## config.mk

```make
export PLATFORM = sky130hd
export DESIGN_NAME = wgt_feeder_33
export DESIGN_NICKNAME = d
export VERILOG_FILES = /design/src/rtl/wgt_feed_pkg.sv /design/src/rtl/wgt_addr_gen.sv /design/src/rtl/wgt_feeder_33.sv
export SDC_FILE = /design/constraint.sdc
export NUM_CORES = 1
export LEC_CHECK = 0
export CAP_MARGIN = 20
export CORE_UTILIZATION = 49
export CTS_CLUSTER_DIAMETER = 150
export DETAILED_ROUTE_END_ITERATION = 8
export DONT_BUFFER_PORTS = 1
export PLACE_DENSITY = 0.62
export SETUP_SLACK_MARGIN = 0.2
export SLEW_MARGIN = 20
export SYNTH_ARGS = -nofsm -noshare
export SYNTH_HDL_FRONTEND = slang
export SYNTH_HIERARCHICAL = 1
export SYNTH_SLANG_ARGS = --single-unit
```

## constraint.sdc

```tcl
create_clock -name clk -period 3.3 [get_ports clk]
set_clock_uncertainty 0.05 [all_clocks]
set_input_delay 0.99 -clock clk [delete_from_list [all_inputs] [get_ports clk]]
set_output_delay 0.99 -clock clk [all_outputs]
set_load 0.1 [all_outputs]
```

## src/rtl/wgt_feed_pkg.sv

```systemverilog
// Shared constants, state encoding and helpers for the 3x3 weight feeder.
package wgt_feed_pkg;

  // Taps per kernel row and weights per 3x3 kernel.
  localparam int unsigned KTAPS = 3;
  localparam int unsigned KSIZE = 9;

  // Width of the tap counter (0..KSIZE-1).
  localparam int unsigned TAPW = 4;

  typedef enum logic [2:0] {
    IDLE,
    FETCH,
    DRAIN,
    HOLD,
    FIN
  } feed_state_e;

  // Row strobe for a tap index: taps 0-2 feed row 0, 3-5 row 1, 6-8 row 2.
  function automatic logic [KTAPS-1:0] row_onehot(input logic [TAPW-1:0] tap);
    logic [KTAPS-1:0] oh;
    oh = '0;
    if (tap < TAPW'(KTAPS)) begin
      oh = 3'b001;
    end else if (tap < TAPW'(2 * KTAPS)) begin
      oh = 3'b010;
    end else begin
      oh = 3'b100;
    end
    return oh;
  endfunction

endpackage

```

## src/rtl/wgt_addr_gen.sv

```systemverilog
// Kernel/tap counters and the SRAM address adder. The address is
// base + 9k + tap, kept as a running kernel base so no multiplier is needed;
// all arithmetic wraps modulo 2^AW.
module wgt_addr_gen
  import wgt_feed_pkg::*;
#(
  parameter int unsigned AW = 12
) (
  input  logic            clk,
  input  logic            rst,
  input  logic            load,
  input  logic [AW-1:0]   base,
  input  logic            step,
  input  logic            next_kern,
  output logic [AW-1:0]   addr,
  output logic [TAPW-1:0] tap,
  output logic [7:0]      kern_idx,
  output logic            last_tap
);

  logic [AW-1:0]   kern_base_q;
  logic [TAPW-1:0] tap_q;
  logic [7:0]      kern_q;

  // Counter update: load starts a job, next_kern advances by one kernel,
  // step walks the taps of the current kernel.
  always_ff @(posedge clk) begin
    if (rst) begin
      kern_base_q <= '0;
      tap_q       <= '0;
      kern_q      <= '0;
    end else if (load) begin
      kern_base_q <= base;
      tap_q       <= '0;
      kern_q      <= '0;
    end else if (next_kern) begin
      kern_base_q <= kern_base_q + AW'(KSIZE);
      tap_q       <= '0;
      kern_q      <= kern_q + 8'd1;
    end else if (step) begin
      tap_q <= last_tap ? '0 : tap_q + TAPW'(1);
    end
  end

  // Address and status outputs.
  always_comb begin
    addr     = kern_base_q + AW'(tap_q);
    tap      = tap_q;
    kern_idx = kern_q;
    last_tap = (tap_q == TAPW'(KSIZE - 1));
  end

endmodule

```

## src/rtl/wgt_feeder_33.sv

```systemverilog
// Weight-side transmitter: reads 3x3 kernels from weight SRAM and shifts them
// into three row-wise 3-tap weight register files over a shared bus, then
// holds kern_valid until the compute side acknowledges.
module wgt_feeder_33
  import wgt_feed_pkg::*;
#(
  parameter int unsigned AW = 12,
  parameter int unsigned DW = 8
) (
  input  logic                 clk,
  input  logic                 rst,
  input  logic                 start,
  input  logic [AW-1:0]        base_addr,
  input  logic [7:0]           num_kern,
  output logic                 mem_ren,
  output logic [AW-1:0]        mem_addr,
  input  logic [DW-1:0]        mem_rdata,
  output logic signed [DW-1:0] wgt_out,
  output logic [KTAPS-1:0]     wgt_read_row,
  output logic                 kern_valid,
  input  logic                 kern_ack,
  output logic                 busy,
  output logic                 done
);

  feed_state_e state_q, state_d;

  logic [7:0]       num_kern_q;
  logic             drain_q, drain_d;

  // Address generator controls and status.
  logic             ag_load;
  logic             ag_step;
  logic             ag_next;
  logic [AW-1:0]    ag_addr;
  logic [TAPW-1:0]  ag_tap;
  logic [7:0]       ag_kern;
  logic             ag_last;

  // Read pipeline: stage 1 tracks the issued read, stage 2 drives the bus.
  logic             s1_valid_q;
  logic [KTAPS-1:0] s1_row_q;
  logic [DW-1:0]    wgt_q;
  logic [KTAPS-1:0] row_q;

  wgt_addr_gen #(
    .AW (AW)
  ) u_addr_gen (
    .clk       (clk),
    .rst       (rst),
    .load      (ag_load),
    .base      (base_addr),
    .step      (ag_step),
    .next_kern (ag_next),
    .addr      (ag_addr),
    .tap       (ag_tap),
    .kern_idx  (ag_kern),
    .last_tap  (ag_last)
  );

  // State, job length and drain counter registers.
  always_ff @(posedge clk) begin
    if (rst) begin
      state_q    <= IDLE;
      num_kern_q <= '0;
      drain_q    <= 1'b0;
    end else begin
      state_q <= state_d;
      drain_q <= drain_d;
      if (ag_load) begin
        num_kern_q <= num_kern;
      end
    end
  end

  // Next-state logic and address generator sequencing.
  always_comb begin
    state_d = state_q;
    drain_d = 1'b0;
    ag_load = 1'b0;
    ag_step = 1'b0;
    ag_next = 1'b0;
    unique case (state_q)
      IDLE: begin
        if (start) begin
          ag_load = 1'b1;
          state_d = (num_kern == 8'd0) ? FIN : FETCH;
        end
      end
      FETCH: begin
        ag_step = 1'b1;
        if (ag_last) begin
          state_d = DRAIN;
        end
      end
      DRAIN: begin
        // Two cycles: lets the last read reach the row register files.
        drain_d = ~drain_q;
        if (drain_q) begin
          state_d = HOLD;
        end
      end
      HOLD: begin
        if (kern_ack) begin
          ag_next = 1'b1;
          state_d = (({1'b0, ag_kern} + 9'd1) < {1'b0, num_kern_q}) ? FETCH : FIN;
        end
      end
      FIN: begin
        state_d = IDLE;
      end
      default: begin
        state_d = IDLE;
      end
    endcase
  end

  // Read data pipeline; the strobe is only raised for cycles carrying real data
  // and the bus keeps its last weight otherwise.
  always_ff @(posedge clk) begin
    if (rst) begin
      s1_valid_q <= 1'b0;
      s1_row_q   <= '0;
      wgt_q      <= '0;
      row_q      <= '0;
    end else begin
      s1_valid_q <= mem_ren;
      s1_row_q   <= row_onehot(ag_tap);
      row_q      <= s1_valid_q ? s1_row_q : '0;
      if (s1_valid_q) begin
        wgt_q <= mem_rdata;
      end
    end
  end

  // Output decode from state and pipeline registers.
  always_comb begin
    mem_ren      = (state_q == FETCH);
    mem_addr     = mem_ren ? ag_addr : '0;
    wgt_out      = wgt_q;
    wgt_read_row = row_q;
    kern_valid   = (state_q == HOLD);
    busy         = (state_q == FETCH) || (state_q == DRAIN) || (state_q == HOLD);
    done         = (state_q == FIN);
  end

endmodule

```

==> flow_summary.ini, run 1 <==
[worst_setup_path]
crit_path_end = mem_addr[10]
cp-startpoint = u_addr_gen/kern_base_q[0]
critPathRequiredTime_ns = 2.26
r2r_end = state_q[2]
crit-reg2reg-launch = u_addr_gen/kern_idx[0]
rrSetupSlack_ns = 1.07
rr_worst_depth = 8
critical_path.startpoint_type = register
critPathMaxFanout = 3
critPathKind = reg2out
cp-end-kind = output port
crit_arrival_ns = 2.09

[power]
peakVddDrop_mv = 0.192
swShare_pct = 31.6
intPower_uw = 874
p_per_area_mw_per_mm2 = 361
power_frac_clock_pct = 28.3
p_switching_uw = 404
power.static_leakage_nw = 1.42
seq_power_share_pct = 54.9
p_comb_share_pct = 16.8

[synthesis]
syn-num-nets = 393
synth_edf_count = 0
async_flop_share_pct = 0
ys_ff_latch = 51
synthesis.area_mm2 = 0.00293
syn_inst = 344
ys_types = 54
yosys_most_used_dff = dfxtp_1
yosysWarningCount = 6
syn_area_per_cell_um2 = 8.53
ys_seq_area_share_pct = 34.8

[detailed_routing]
vias = 2451
wl_per_cell_um = 14.3
drtIter0Drc = 67
wl_um = 6260
routed_via_density = 5.58
ant_nets = 0
drt-pass1-iter-count = 4
post-route-drc-count = 0

[clock_network]
holdBufCountCts = 0
cts_buffers = 5
cts-root-buf = clkbuf_8
cts_buffer_depth = 2
clk_latency_ns = 0.30
cts_tree = done
numClockSinks = 51
clkTransAtPathRegs_ns = 0.09
cts-htree-levels = 2

[final_layout]
fin_area_mm2 = 0.00354
drive_gt1_share_pct = 22.6
final_common_cell = dfxtp_1
diodes = 0
nFillCells = 478
layout_common_cells = dfxtp_1 (44), nor2_1 (33), nand2_1 (32)
nNetsFinal = 415
area_growth_pct = 20.8

[timing]
drv_slew = 0
timing.final.crit_share_pct = 94.8
clock.fmax_mhz = 320
tightest_slew_ns = 0.962
rsz0062_at_grt = true
hold_viol_final = 0
fin_setup_tns_ns = 0
max_slew_margin_pct = 35.8
min_period_ns = 3.13
setup_violations = 0

[global_routing]
grt_pass1_wl_um = 9920
grt.overflow.total = 0
first_global_vias = 2154
grt_max_degree = 39
grt_antenna_before_repair = 0
grt.total_usage_pct = 20.0

[die]
die_height_um = 79.4
initial_utilization_pct = 52.0
die_x_um = 79.4
die-area_mm2 = 0.00630
core_mm2 = 0.00564
io_pins = 59
rows = 27

[run]
maxCapViolCount = 0

[place]
portBuffers = 0
post_dp_cell_area_mm2 = 0.00324
hpwl_um = 4380
gp_congestion = 0.785

[hold_path]
min_path_type = reg2reg

[status]
status = completed
flip-flops by register name, indices dropped and copies added, names as in the netlist:
signal	count
wgt_read_row	3
u_addr_gen/tap	4
s1_row_q	3
drain_q	1
u_addr_gen/kern_base_q	12
num_kern_q	8
u_addr_gen/kern_idx	8
state_q	3
wgt_out	8
s1_valid_q	1
metrics by stage:
stage / util (%) / std cells / setup slack (ns) / total power [mW] / hold slack (ns)
final: 62.8 / 439 / 0.171 / 1.28 / 0.379
after global routing: 62.8 / 439 / 0.0750 / 1.34 / 0.393
after CTS: 60.8 / 430 / 0.109 / 1.29 / 0.382
after detailed placement: 57.4 / 418 / 0.176 / 0.919 / 0.361
after global placement: 57.4 / 418 / 0.220 / 0.915 / 0.358
after floorplan: - / 344 / 0.176 / 0.872 / 0.350
critical path, cell delays in order (launching register included):
cell	delay [ns]
dfxtp_4	0.36
ha_4	0.16
fa_2	0.37
a21oi_4	0.18
o21ai_2	0.09
buf_4	0.14
nand2b_4	0.06
xnor2_2	0.10
and2_4	0.16
buf_12	0.16
kinds of logic after synthesis:
logic type	count (synthesis)	synth area share [%]
buffers and inverters	30	5.20
xor gates and xnor gates	31	9.25
AOI/OAI and AO/OA	59	13.1
adders and majority gates	17	7.51
DFF	51	34.8
and+or+nand+nor	142	25.3
muxes	14	4.82
Yosys cell counts (2+ instances only):
cell type / number / area, um2
dfxtp_1: 51 / 1020
nor2_1: 35 / 131
nand2_1: 32 / 120
a21oi_1: 23 / 115
and2_1: 18 / 113
xor2_1: 17 / 149
ha_1: 16 / 200
xnor2_1: 14 / 123
mux2i_1: 13 / 130
inv_1: 11 / 41.3
nand3_1: 11 / 55.1
nand4_1: 10 / 62.6
clkbuf_1: 7 / 26.3
a211oi_1: 6 / 45.0
o21ai_0: 6 / 30.0
or3_1: 6 / 37.5
a21o_1: 5 / 37.5
buf_2: 5 / 25.0
nor3_1: 5 / 25.0
and3_1: 4 / 25.0
a21boi_0: 3 / 22.5
buf_4: 3 / 22.5
buf_6: 3 / 33.8
nand2b_1: 3 / 18.8
nor2b_1: 3 / 18.8
nand3_2: 2 / 20.0
nor3_2: 2 / 20.0
nor3b_1: 2 / 15.0
o21bai_1: 2 / 15.0
o22ai_1: 2 / 12.5
worst min-delay path by stage:
stage | from | endpoint | slack (ns) | cells past startpoint
after floorplan | drain_q | drain_q | 0.35 | 1
after global placement | s1_row_q[1] | wgt_read_row[1] | 0.36 | 1
after detailed placement | s1_row_q[1] | wgt_read_row[1] | 0.36 | 1
after CTS | s1_row_q[1] | wgt_read_row[1] | 0.38 | 1
after global routing | s1_row_q[1] | wgt_read_row[1] | 0.39 | 1
final | s1_row_q[2] | wgt_read_row[2] | 0.38 | 1
per-layer routing:
metal  global-route usage, %  part of all wire, %  up-vias
li1                        -                    -     1235
met1                    25.1                   45     1138
met2                    32.9                   47       71
met3                    6.29                  6.8        7
met4                    5.45                  1.0        0
met5                       0                    0        -
power groups by stage:
| stage | Sequential, mW | Clock (mW) | Combinational [mW] |
|---|---|---|---|
| 4_1_cts | 0.704 | 0.377 | 0.208 |
| 3_5_place_dp | 0.718 | 0 | 0.201 |
| 3_3_place_gp | 0.717 | 0 | 0.199 |
| 6_report | 0.702 | 0.361 | 0.215 |
| 5_1_grt | 0.706 | 0.398 | 0.232 |
| 2_1_floorplan | 0.702 | 0 | 0.170 |
layout make-up:
type / count / area, um2 / share of cell area, %
timing repair buffer: 33 / 410 / 11.6
clock inverter: 3 / 18.8 / 0.530
sequential: 51 / 1040 / 29.4
tap: 72 / 90.1 / 2.54
inverter: 12 / 45.0 / 1.27
multi-input combinational: 263 / 1870 / 52.7
clock buffer: 5 / 68.8 / 1.94
repair_timing:
item                       in CTS  in global routing
gates resized for setup        19                 11
setup endpoints to repair       8                  8
gates cloned                    0                  0
pin swaps                       3                  5
buffers inserted                4                  9
Note: power is estimated with default switching activity, not from simulation.
==> inputs of run 2 (changes only) <==
--- a/config.mk
+++ b/config.mk
@@ -6,6 +6,7 @@
 export NUM_CORES = 1
 export LEC_CHECK = 0
 export CAP_MARGIN = 20
+export CORE_MARGIN = 2
 export CORE_UTILIZATION = 49
 export CTS_CLUSTER_DIAMETER = 150
 export DETAILED_ROUTE_END_ITERATION = 8
==> run 2 against run 1 <==
Total power is 0.96% lower. Routed wire length is 5.0% lower. First-iteration DRC count is 39% higher. Register-to-register slack worse by 0.05 ns. Critical path type unchanged. Critical endpoint unchanged. Largest cell class unchanged.
==> flow_summary.ini, run 2 (synthesis gave the netlist of run 1 again) <==
[status]
status = completed

[clock_network]
clk_latency_ns = 0.31
cts_buffer_depth = 2
clkTransAtPathRegs_ns = 0.09
cts-htree-levels = 2
numClockSinks = 51
cts-root-buf = clkbuf_8
holdBufCountCts = 0
cts_buffers = 5
cts_tree = done

[die]
rows = 28
die_height_um = 81.4
die_x_um = 81.4
initial_utilization_pct = 50.1
core_mm2 = 0.00585
die-area_mm2 = 0.00662
io_pins = 59

[final_layout]
area_growth_pct = 19.0
fin_area_mm2 = 0.00349
diodes = 0
final_common_cell = dfxtp_1
utilization_pct = 59.7
largest_reg_flops = 12
layout_common_cells = dfxtp_1 (45), nor2_1 (33), nand2_1 (32)
nNetsFinal = 411
regMostFlops = u_addr_gen/kern_base_q
drive_gt1_share_pct = 21.2

[timing]
drv_slew = 0
rsz0062_at_grt = true
min_period_ns = 3.10
clock.fmax_mhz = 322
timing.final.crit_share_pct = 94.0
fin_setup_tns_ns = 0
tightest_slew_ns = 0.969
max_slew_margin_pct = 35.3
hold_viol_final = 0
setup_violations = 0

[power]
p_comb_share_pct = 16.5
power.static_leakage_nw = 1.37
swShare_pct = 31.3
peakVddDrop_mv = 0.308
p_per_area_mw_per_mm2 = 362
power_frac_clock_pct = 27.9
power_mw = 1.27
seq_power_share_pct = 55.6
intPower_uw = 870
p_switching_uw = 396

[detailed_routing]
post-route-drc-count = 0
vias = 2398
ant_nets = 0
wl_um = 5940
drtIter0Drc = 93
drt-pass1-iter-count = 4
wl_per_cell_um = 13.6
routed_via_density = 5.47

[run]
maxCapViolCount = 0

[worst_setup_path]
cp-end-kind = output port
critPathKind = reg2out
crit_chain = ha_4, fa_2, a21oi_4, o21ai_2, buf_4, nand2b_1, xnor2_1, and2_4, buf_12
crit_arrival_ns = 2.06
critPathMaxFanout = 2
critPathMaxStageDelay_ns = 0.37
critical_path.startpoint_type = register
slowest_stage = fa_2
critPathRequiredTime_ns = 2.26

[place]
portBuffers = 0
gp_congestion = 0.777
post_dp_cell_area_mm2 = 0.00324
hpwl_um = 4270

[global_routing]
grt_max_degree = 39
grt_pass1_wl_um = 9830
grt.total_usage_pct = 18.8
first_global_vias = 2225
grt.overflow.total = 0
grt_antenna_before_repair = 0

[hold_path]
min_path_type = reg2reg
run 2: worst paths after layout:
| kind | cells after the start | from | end | slack, ns |
|---|---|---|---|---|
| worst max register to register | 6 | state_q[0] | u_addr_gen/kern_base_q[6] | 1.02 |
| worst min register to register | 1 | s1_row_q[0] | wgt_read_row[0] | 0.38 |
| worst min-delay path | 1 | s1_row_q[0] | wgt_read_row[0] | 0.38 |
| worst max-delay path | 9 | u_addr_gen/kern_base_q[0] | mem_addr[10] | 0.20 |
run 2: area by class of cell:
type / count / area [um2]
Fill cell: 519 / 2360
Multi-Input combinational cell: 263 / 1860
Sequential cell: 51 / 1040
Timing Repair Buffer: 29 / 368
Tap cell: 75 / 93.8
Clock buffer: 6 / 72.6
Inverter: 12 / 45.0
Clock inverter: 2 / 12.5
run 2: critical path: cells and delay by family, from the launching register on:
kind,cells,cell delay [ns]
compound gates,2,0.22
buf+inv,2,0.30
xor+xnor,1,0.12
fa+ha+maj,2,0.52
flops,1,0.36
simple gates,2,0.24
run 2: repair_timing:
action | 4_1_cts | 5_1_grt
buffers inserted | 4 | 5
endpoints found under the hold margin | 0 | 0
resized for setup | 13 | 14
endpoints found under the setup margin | 8 | 7
pin swaps | 3 | 5
run 2: power by group through the flow:
stage	combinational (mW)	sequential, mW	clock, mW
3_3_place_gp	0.197	0.718	0
3_5_place_dp	0.199	0.719	0
6_report	0.209	0.703	0.353
4_1_cts	0.203	0.705	0.367
5_1_grt	0.227	0.709	0.389
2_1_floorplan	0.170	0.702	0
run 2: layer usage:
layer | track usage, % | wire length [um]
met5 | 0 | 0
met4 | 6.10 | 82
met3 | 5.11 | 365
met2 | 30.3 | 2660
met1 | 24.3 | 2830
run 2: stage by stage:
step	worst slack, ns	cells	hold WS (ns)
after floorplan	0.176	344	0.350
after global placement	0.223	421	0.359
after detailed placement	0.166	421	0.361
after CTS	0.157	433	0.382
after global routing	0.116	438	0.393
final	0.199	438	0.380
==> inputs of run 3 (changes only) <==
--- a/config.mk
+++ b/config.mk
@@ -7,11 +7,11 @@
 export LEC_CHECK = 0
 export CAP_MARGIN = 20
 export CORE_MARGIN = 2
-export CORE_UTILIZATION = 49
+export CORE_UTILIZATION = 40
 export CTS_CLUSTER_DIAMETER = 150
 export DETAILED_ROUTE_END_ITERATION = 8
 export DONT_BUFFER_PORTS = 1
-export PLACE_DENSITY = 0.62
+export PLACE_DENSITY = 0.52
 export SETUP_SLACK_MARGIN = 0.2
 export SLEW_MARGIN = 20
 export SYNTH_ARGS = -nofsm -noshare
==> run 3 against run 2 <==
Clock-buffer cell count shrank 1. Clock power grew 9.9%. Fmax decreased by 1.4%. Critical path type unchanged. Design area up 0.39%. Critical path depth fell by 1. Flip-flop and latch count stayed put. Total power up 2.6%. Utilization is 11 points lower. Global-route usage down 2.6 points. Critical endpoint is now mem_addr[8]. Combinational power hardly changed.
==> flow_summary.ini, run 3 (synthesis gave the netlist of run 1 again) <==
[status]
status = completed

[hold_path]
min_path_type = reg2reg
hold_depth = 1

[die]
io_pins = 59
die-area_mm2 = 0.00804
die_x_um = 89.6
die_height_um = 89.6
core_mm2 = 0.00718
initial_utilization_pct = 40.9
rows = 31

[timing]
rsz0062_at_grt = true
tightest_slew_ns = 0.961
setup_violations = 0
clock.fmax_mhz = 318
fin_setup_tns_ns = 0
max_slew_margin_pct = 35.8
hold_viol_final = 0
timing.final.crit_share_pct = 95.3
drv_slew = 0
min_period_ns = 3.14
worst_slack_ns = 0.155

[final_layout]
regMostFlops = u_addr_gen/kern_base_q
area_growth_pct = 19.5
fin_area_mm2 = 0.00351
final_common_cell = dfxtp_1
nNetsFinal = 407
final_cell_count_no_fill = 458
diodes = 0
layout_common_cells = dfxtp_1 (44), nor2_1 (33), nand2_1 (32)
register_area_mm2 = 0.00104
largest_reg_flops = 12
nFillCells = 711
drive_gt1_share_pct = 20.6
multi_input_area_mm2 = 0.00186

[global_routing]
grt.overflow.total = 0
grt.total_usage_pct = 16.2
grt_pass1_wl_um = 10200
grt_max_degree = 39
grt_antenna_before_repair = 0
first_global_vias = 2110

[place]
gp_congestion = 0.761
post_dp_cell_area_mm2 = 0.00327
placed_cells = 445
hpwl_um = 4540
dpl_worst_slack_ns = 0.179
portBuffers = 0

[detailed_routing]
top_layer = met4
drt-pass1-iter-count = 4
wl_met2_um = 2860
wl_per_cell_um = 13.8
routed_via_density = 5.16
met3_length_um = 474
ant_nets = 0
vias = 2364
drt-met1-wl_um = 2930
drtIter0Drc = 69
post-route-drc-count = 0
wl_um = 6330

[worst_setup_path]
crit_arrival_ns = 2.10
critPathMaxStageDelay_ns = 0.39
critPathKind = reg2out
crit_chain = ha_4, fa_2, a21oi_4, o21ai_4, and3_4, xor2_1, and2_4, buf_12
rr_worst_depth = 5
cp-end-kind = output port
critPathRequiredTime_ns = 2.26
critical_path.startpoint_type = register
rrSetupSlack_ns = 1.03
critPathMaxFanout = 3
slowest_stage = fa_2

[clock_network]
clkTransAtPathRegs_ns = 0.11
clk_latency_ns = 0.31
cts_buffers = 5
cts-htree-levels = 2
cts-root-buf = clkbuf_8
cts_buffer_depth = 2
holdBufCountCts = 0
cts_tree = done
numClockSinks = 51

[power]
peakVddDrop_mv = 0.229
p_per_area_mw_per_mm2 = 370
power.static_leakage_nw = 1.36
power_mw = 1.30

[run]
maxCapViolCount = 0
-- run 3: layer usage --
metal / GRT usage [%] / vias to the layer above
li1: - / 1224
met1: 21.1 / 1081
met2: 25.9 / 54
met3: 5.12 / 5
met4: 4.61 / 0
met5: 0 / -
-- run 3: timing repair --
item                                    in CTS  in global routing
buffers inserted                             2                  3
pin swaps                                    4                  2
endpoints found under the setup margin       8                  8
gates resized for setup                     17                  9
-- run 3: per-stage QoR --
stage               hold slack, ns  util, %
floorplan                    0.350        -
global placement             0.359     45.6
detailed placement           0.361     45.6
CTS                          0.385     48.1
global route                 0.404     48.9
finish                       0.385     48.9
-- run 3: worst paths after layout --
check | end | startpoint
min | wgt_read_row[2] | s1_row_q[2]
max reg2reg | u_addr_gen/kern_idx[7] | state_q[0]
max | mem_addr[8] | u_addr_gen/kern_base_q[0]
min reg2reg | wgt_read_row[2] | s1_row_q[2]
-- run 3: report_power, final --
| group | internal (mW) | leakage [nW] | switching (mW) | total [mW] |
|---|---|---|---|---|
| Clock | 0.158 | 0.0502 | 0.231 | 0.388 |
| Sequential | 0.638 | 0.420 | 0.0653 | 0.703 |
| Combinational | 0.0819 | 0.887 | 0.125 | 0.207 |
| Total | 0.877 | 1.36 | 0.421 | 1.30 |
-- run 3: critical path, delay by kind of cell, from the launching register on --
| family | cells | cell delay (ns) |
|---|---|---|
| flip-flops | 1 | 0.37 |
| AO/OA/AOI/OAI | 2 | 0.25 |
| adder cells (fa/ha/maj) | 2 | 0.56 |
| buffers and inverters | 1 | 0.16 |
| XOR/XNOR | 1 | 0.11 |
| AND/OR/NAND/NOR | 2 | 0.34 |
-- run 3: final cells by class --
| cell class | count | share of cell area (%) |
|---|---|---|
| tap | 99 | 3.53 |
| timing repair buffer | 25 | 9.64 |
| multi-input combinational | 263 | 53.1 |
| inverter | 12 | 1.28 |
| sequential | 51 | 29.7 |
| clock buffer | 5 | 1.96 |
| clock inverter | 3 | 0.821 |
